==> src/rtl/wb_stream_writer_ctrl.sv <==
// Wishbone read-burst master that streams a circular memory buffer into a FIFO.
// Optional macro WB_STREAM_WRITER_BUF_END_EOB_EN: also flags the buffer-end beat with cti=111.
module wb_stream_writer_ctrl #(
  parameter int WB_AW         = 32,
  parameter int WB_DW         = 32,
  parameter int FIFO_AW       = 8,
  parameter int MAX_BURST_LEN = 16
) (
  input  logic                 wb_clk_i,
  input  logic                 wb_rst_i,
  output logic [WB_AW-1:0]     wbm_adr_o,
  output logic [WB_DW-1:0]     wbm_dat_o,
  output logic [WB_DW/8-1:0]   wbm_sel_o,
  output logic                 wbm_we_o,
  output logic                 wbm_cyc_o,
  output logic                 wbm_stb_o,
  output logic [2:0]           wbm_cti_o,
  output logic [1:0]           wbm_bte_o,
  input  logic [WB_DW-1:0]     wbm_dat_i,
  input  logic                 wbm_ack_i,
  input  logic                 wbm_err_i,
  input  logic                 wbm_rty_i,
  output logic [WB_DW-1:0]     fifo_d,
  output logic                 fifo_wr,
  input  logic [FIFO_AW:0]     fifo_cnt,
  input  logic                 enable,
  input  logic [WB_AW-1:0]     start_adr,
  input  logic [WB_AW-1:0]     buf_size,
  input  logic [WB_AW-1:0]     burst_size,
  input  logic                 continuous,
  output logic                 busy,
  output logic                 done,
  output logic                 err
);

  localparam int BCW = $clog2(MAX_BURST_LEN + 1);
  localparam int RW  = ((WB_AW > FIFO_AW + 1) ? WB_AW : FIFO_AW + 1) + 1;
  localparam logic [WB_AW-1:0] STEP       = WB_AW'(WB_DW / 8);
  localparam logic [RW-1:0]    FIFO_DEPTH = RW'(1) << FIFO_AW;

`ifdef WB_STREAM_WRITER_BUF_END_EOB_EN
  localparam bit EOB_AT_BUF_END = 1'b1;
`else
  localparam bit EOB_AT_BUF_END = 1'b0;
`endif

  generate
    if (FIFO_AW <= 0) begin : g_bad_fifo_aw
      $error("wb_stream_writer_ctrl: FIFO_AW must be > 0");
    end
  endgenerate

  typedef enum logic [1:0] {
    S_IDLE,
    S_ACTIVE,
    S_GAP,
    S_DONE
  } state_t;

  state_t             state_reg;
  logic [WB_AW-1:0]   adr_reg;
  logic [BCW-1:0]     burst_cnt_reg;
  logic [WB_AW-1:0]   wbm_adr_reg;
  logic [2:0]         cti_reg;
  logic               cyc_reg;
  logic [WB_DW-1:0]   fifo_d_reg;
  logic               fifo_wr_reg;
  logic               busy_reg;
  logic               done_reg;
  logic               err_reg;

  logic [RW-1:0]      room;
  logic               can_start;
  logic               last_word;
  logic               last_beat;
  logic               beat_ok;
  logic [WB_AW-1:0]   adr_next;
  logic [BCW-1:0]     burst_cnt_next;
  logic               eob_start;
  logic               eob_next;

  always_comb begin
    room           = FIFO_DEPTH - RW'(fifo_cnt);
    can_start      = enable && (burst_size != '0) && (room >= RW'(burst_size));
    last_word      = (adr_reg == buf_size - WB_AW'(1));
    last_beat      = (WB_AW'(burst_cnt_reg) == burst_size - WB_AW'(1));
    beat_ok        = wbm_ack_i && !wbm_err_i && !wbm_rty_i;
    adr_next       = last_word ? '0 : adr_reg + WB_AW'(1);
    burst_cnt_next = burst_cnt_reg + BCW'(1);
    // cti for the first beat of a burst and for the beat following an ack
    eob_start      = (burst_size == WB_AW'(1)) || (EOB_AT_BUF_END && last_word);
    eob_next       = (WB_AW'(burst_cnt_next) == burst_size - WB_AW'(1)) ||
                     (EOB_AT_BUF_END && (adr_next == buf_size - WB_AW'(1)));
  end

  always_ff @(posedge wb_clk_i) begin
    if (wb_rst_i) begin
      state_reg     <= S_IDLE;
      adr_reg       <= '0;
      burst_cnt_reg <= '0;
      wbm_adr_reg   <= '0;
      cti_reg       <= 3'b000;
      cyc_reg       <= 1'b0;
      fifo_d_reg    <= '0;
      fifo_wr_reg   <= 1'b0;
      busy_reg      <= 1'b0;
      done_reg      <= 1'b0;
      err_reg       <= 1'b0;
    end else begin
      fifo_wr_reg <= 1'b0;
      done_reg    <= 1'b0;
      case (state_reg)
        S_IDLE: begin
          if (!enable) begin
            adr_reg <= '0;
          end else if (can_start) begin
            state_reg     <= S_ACTIVE;
            cyc_reg       <= 1'b1;
            busy_reg      <= 1'b1;
            burst_cnt_reg <= '0;
            wbm_adr_reg   <= start_adr + adr_reg * STEP;
            cti_reg       <= eob_start ? 3'b111 : 3'b010;
          end
        end

        S_ACTIVE: begin
          if (wbm_err_i) begin
            // Bus error aborts the run; the beat is discarded
            state_reg     <= S_DONE;
            cyc_reg       <= 1'b0;
            cti_reg       <= 3'b000;
            busy_reg      <= 1'b0;
            err_reg       <= 1'b1;
            burst_cnt_reg <= '0;
          end else if (beat_ok) begin
            fifo_wr_reg   <= 1'b1;
            fifo_d_reg    <= wbm_dat_i;
            adr_reg       <= adr_next;
            burst_cnt_reg <= burst_cnt_next;
            wbm_adr_reg   <= start_adr + adr_next * STEP;
            if (last_word && !continuous) begin
              state_reg     <= S_DONE;
              cyc_reg       <= 1'b0;
              cti_reg       <= 3'b000;
              busy_reg      <= 1'b0;
              done_reg      <= 1'b1;
              burst_cnt_reg <= '0;
            end else if (last_beat || last_word) begin
              state_reg     <= S_GAP;
              cyc_reg       <= 1'b0;
              cti_reg       <= 3'b000;
              burst_cnt_reg <= '0;
            end else begin
              cti_reg <= eob_next ? 3'b111 : 3'b010;
            end
          end
        end

        S_GAP: begin
          // One idle cycle lets fifo_cnt catch up with the final write
          state_reg <= S_IDLE;
          busy_reg  <= 1'b0;
          if (!enable) begin
            adr_reg <= '0;
          end
        end

        S_DONE: begin
          if (!enable) begin
            state_reg <= S_IDLE;
            err_reg   <= 1'b0;
            adr_reg   <= '0;
          end
        end

        default: begin
          state_reg <= S_IDLE;
          cyc_reg   <= 1'b0;
          busy_reg  <= 1'b0;
        end
      endcase
    end
  end

  genvar gi;
  generate
    for (gi = 0; gi < WB_DW / 8; gi++) begin : g_sel
      assign wbm_sel_o[gi] = cyc_reg;
    end
  endgenerate

  assign wbm_adr_o = wbm_adr_reg;
  assign wbm_dat_o = '0;
  assign wbm_we_o  = 1'b0;
  assign wbm_cyc_o = cyc_reg;
  assign wbm_stb_o = cyc_reg;
  assign wbm_cti_o = cti_reg;
  assign wbm_bte_o = 2'b00;
  assign fifo_d    = fifo_d_reg;
  assign fifo_wr   = fifo_wr_reg;
  assign busy      = busy_reg;
  assign done      = done_reg;
  assign err       = err_reg;

endmodule
==> config.mk <==
export PLATFORM = sky130hd
export DESIGN_NAME = wb_stream_writer_ctrl
export DESIGN_NICKNAME = d
export VERILOG_FILES = /design/src/rtl/wb_stream_writer_ctrl.sv
export SDC_FILE = /design/constraint.sdc
export NUM_CORES = 1
export LEC_CHECK = 0
export CAP_MARGIN = 20
export CORE_AREA = 2 2 162 164
export DETAILED_ROUTE_END_ITERATION = 8
export DIE_AREA = 0 0 164 166
export PLACE_DENSITY = 0.66
export RECOVER_POWER = 100
export SYNTH_ARGS = -nofsm -noshare
export SYNTH_HDL_FRONTEND = slang
export SYNTH_SLANG_ARGS = --single-unit
==> constraint.sdc <==
create_clock -name wb_clk_i -period 6.9 [get_ports wb_clk_i]
set_input_delay 0.69 -clock wb_clk_i [delete_from_list [all_inputs] [get_ports wb_clk_i]]
set_output_delay 0.69 -clock wb_clk_i [all_outputs]
set_load 0.01 [all_outputs]
==> metrics.md <==
| Metric | Value |
|---|---|
| Post-route ant nets | `0` |
| Placed cells | `1812` |
| Most frequent cells after synthesis | `137 x nand2_1, 113 x a21oi_1, 110 x dfxtp_1` |
| Drt via density | `approximately 5.4` |
| Count leader, synth | `nand2_1` |
| Worst path max stage delay | `0.65 ns` |
| GRT Resource Usage Total | `0.2092` |
| N_diodes | `0` |
| WHS Path Cells | `2` |
| Initial DRT Pass Iterations | `5` |
| Crit-path cells | `clkdlybuf4s50_1 > inv_1 > ha_1 > or4b_1 > o311ai_1 > nor4b_1 > o211ai_1 > nor4_1 > and4b_1 > buf_4 > nor2_1 > mux2_2 > ha_1 > a21o_1 > a211oi_1 > or3b_2 > a31oi_1 > o41ai_1 > a21o_1 > a21oi_1 > or4b_1 > o311ai_0` |
| Clk pwr share | `0.284` |
| Synth top area cells | `dfxtp_1 22%, ha_1 9.4%, a21oi_1 5.7%, nand2_1 5.2%, xnor2_1 4.7%` |
| Critical path's top delay family | `simple AND/OR/NAND/NOR gates` |
| Nets | `1707` |
| CTS tree | `done` |
| CP endpoint kind | `flip-flop` |
| Die width | `164 um` |
| DRT iter0 DRCs | `586` |
| Sum of buffers and inverters on the critical path | `3` |
| Worst Setup Path Type | `in2reg` |
| LEAKAGE | `between 5 and 6 nW` |
| Sw Share | `0.3537` |
| Final hold vios | `0` |
| Most used routing layer | `met2` |
| # hold bufs at CTS | `0` |
| Routability congestion estimate from global placement | `0.8493` |
| RSZ-0062 raised after global routing | `false` |
| WL per Instance | `15.97 um` |
| Critical Path Start Type | `input pin` |
| Clk slew on worst S/H paths | `0.09 ns` |
| First-pass GRT wire length | `46960 um` |
| M2 GR Usage | `0.3537` |
| Std cell rows | `59` |
| Vias | `9952` |
| Total clock buffers created by CTS | `9` |
| Initial antenna violation count | `1` |
| Endpoints failing setup | `0` |
| Synthesized instance count | `1311` |
| Clk sinks | `110` |
| Synth-to-Final Area Change | `26.50%` |
| Global Route met1 Usage | `0.2675` |
| Max Cap Violations | `0` |
| Slowest CP cell | `or4b_1` |
| Synth async-reset ratio | `0` |
| Largest net degree at the start of global routing | `74` |
| Post-route DRC violation count | `0` |
| # IOs | `256` |
| Clk root buf | `clkbuf_16` |
| Core footprint | `around 0.026 mm^2` |
| Critical path fanouts, max | `23` |
| Relative max-transition margin | `0.01709` |
| Unique masters post-synth | `85` |
| Routed WL | `29200 um` |
| Mapped Area | `0.009848 mm^2` |
| Detail Placement HPWL | `22680 um` |
| Fin Hold WS | `0.4534 ns` |
| Worst reg2reg path startpoint | `adr_reg[21]` |
| Fmax | `0.1553 GHz` |
| Die Y | `around 170 um` |
| Grt met3 use | `0.04096` |
| Initial core utilization | `0.3845` |
| R2R Setup Slk | `~1.3 ns` |
| Worst skew pair latency | `0.37 ns` |
| Area leader, netlist | `dfxtp_1` |
| Reg2Reg Depth | `20` |
| Syn. warnings | `0` |
| Cell Count, Final, Fillers Out | `1828` |
| Seq pwr share | `0.370` |
| P_int | `0.001255 W` |
| Slew @ Worst Pin | `1.474 ns` |
| Hold Crit Class | `reg2reg` |
| Input/output buffers | `220` |
| Ratio of final minimum period to clock period | `0.9331` |
| Layout cell share with drive strength beyond 1 | `0.04756` |
| Setup tns final | `0 ns` |
| Total grt overflow | `0` |
| Critical path arrival | `roughly 6.6 ns` |
| Most common flop cell mapped by yosys | `dfxtp_1` |
| Worst Path Required | `between 7 and 8 ns` |
| Final Max Slew Viols | `0` |
| Post-CTS Setup Repair Bufs | `0` |
| Post-synth EDFFs | `0` |
| Max IR drop VDD | `0.09549 mV` |
| Min Tclk post-route | `6.439 ns` |
| Max Buffers Root-to-Sink | `2` |
| Pwr dens | `about 160 mW/mm^2` |
| Outcome | `finished clean` |
| Die area | `between 0.02 and 0.03 mm^2` |
| Post-cts resize count | `0` |
| Worst hold endpoint | `fifo_d[16]` |
| Synth Area per Inst | `7.512 um^2` |
| Combinational Power Share | `0.346` |
| Switching Power | `between 0.0006 and 0.0007 W` |
| Htree depth | `3` |
| Flip-flop and latch count after synthesis | `110` |
| Worst r2r dst | `wbm_adr_o[31]` |
| Setup Skew | `0.01719 ns` |
| Number of global-route vias before repair | `9476` |
| Post-synthesis sequential area ratio | `0.2236` |
| Min-delay src | `fifo_d[16]` |
| Share of the synthesized area in the top cell type | `0.2236` |
==> per-stage QoR <==
step | total power (W) | area (um^2) | setup WS, ns | util
floorplan | 0.001138 | 9976 | 1.243 | -
global placement | 0.001423 | 12170 | 0.2955 | 0.4750
detailed placement | 0.001430 | 12170 | 0.1762 | 0.4750
CTS | 0.001989 | 12480 | 0.5182 | 0.4870
global route | 0.002059 | 12460 | 0.02907 | 0.4863
finish | 0.001942 | 12460 | 0.4613 | 0.4863
==> layout make-up <==
| type | instances | area (um^2) |
|---|---|---|
| clock inverter | 7 | 83.83 |
| timing repair buffer | 241 | 2342 |
| sequential | 110 | 2202 |
| clock buffer | 9 | 225.2 |
| inverter | 62 | 232.7 |
| multi-input combinational | 1064 | 6953 |
| tap | 335 | 419.2 |
| fill | 2534 | 13160 |
==> cell usage in the layout, fill, tap and decap left out, types with 11 or more instances in the layout <==
cell / instances
nor4_1: 18
o31ai_1: 16
dfxtp_1: 110
o21ai_0: 76
nand2_1: 137
a21oi_1: 113
conb_1: 35
nand3_1: 42
and3_1: 23
ha_1: 74
buf_4: 17
dlygate4sd3_1: 78
nand4_1: 25
clkdlybuf4s50_1: 141
mux2i_1: 33
nor2_1: 94
xnor2_1: 53
a21o_1: 17
xor2_1: 38
or3_1: 22
inv_1: 62
a211oi_1: 11
nor3_1: 52
==> kinds of logic (layout without fill, tap and decap cells) <==
| family | after synthesis | count (layout) | synth area share |
|---|---|---|---|
| AO/OA/AOI/OAI | 322 | 322 | 0.2038 |
| flip-flops | 110 | 110 | 0.2236 |
| other | 1 | 35 | 0.0003808 |
| XOR/XNOR | 91 | 91 | 0.08093 |
| adder cells (fa/ha/maj) | 75 | 75 | 0.09605 |
| AND/OR/NAND/NOR | 501 | 501 | 0.2704 |
| buffers and inverters | 171 | 319 | 0.08334 |
| multiplexers | 40 | 40 | 0.04155 |
==> power groups by stage <==
stage | Sequential [W] | Clock, W | Combinational [W]
final | 0.000718 | 0.000552 | 0.000672
after global routing | 0.000725 | 0.000593 | 0.000741
after CTS | 0.000721 | 0.000569 | 0.000699
after detailed placement | 0.000736 | 0 | 0.000694
after global placement | 0.000734 | 0 | 0.000688
after floorplan | 0.000749 | 0 | 0.000388
==> worst max-delay path by stage <==
stage	from	to	slack [ns]	cells past startpoint
final	buf_size[0]	wbm_adr_o[31]	0.46	22
after global routing	buf_size[0]	wbm_adr_o[31]	0.03	23
after CTS	buf_size[0]	wbm_adr_o[31]	0.52	22
after detailed placement	buf_size[0]	wbm_adr_o[31]	0.18	22
after global placement	buf_size[0]	wbm_adr_o[31]	0.30	22
after floorplan	buf_size[0]	wbm_adr_o[31]	1.24	25
==> worst register-to-register path, stage by stage, from the launching register on <==
cell	delay (ns)
dfxtp_1	0.54
xnor2_1	0.24
or3b_1	0.39
mux2i_1	0.17
a311oi_2	0.09
a211o_1	0.26
nor4_1	0.22
and4b_1	0.40
buf_4	0.32
nor2_1	0.10
mux2_2	0.28
ha_1	0.29
a21o_1	0.19
a211oi_1	0.34
or3b_2	0.48
a31oi_1	0.30
o41ai_1	0.17
a21o_1	0.19
a21oi_1	0.17
or4b_1	0.13
o311ai_0	0.12
==> layer usage <==
metal	vias to the layer above	part of all wire
met2	288	0.47
met1	4621	0.45
met3	46	0.055
li1	4995	-
met5	-	0.00048
met4	2	0.024
No activity file was read; power rests on OpenSTA's default activity.
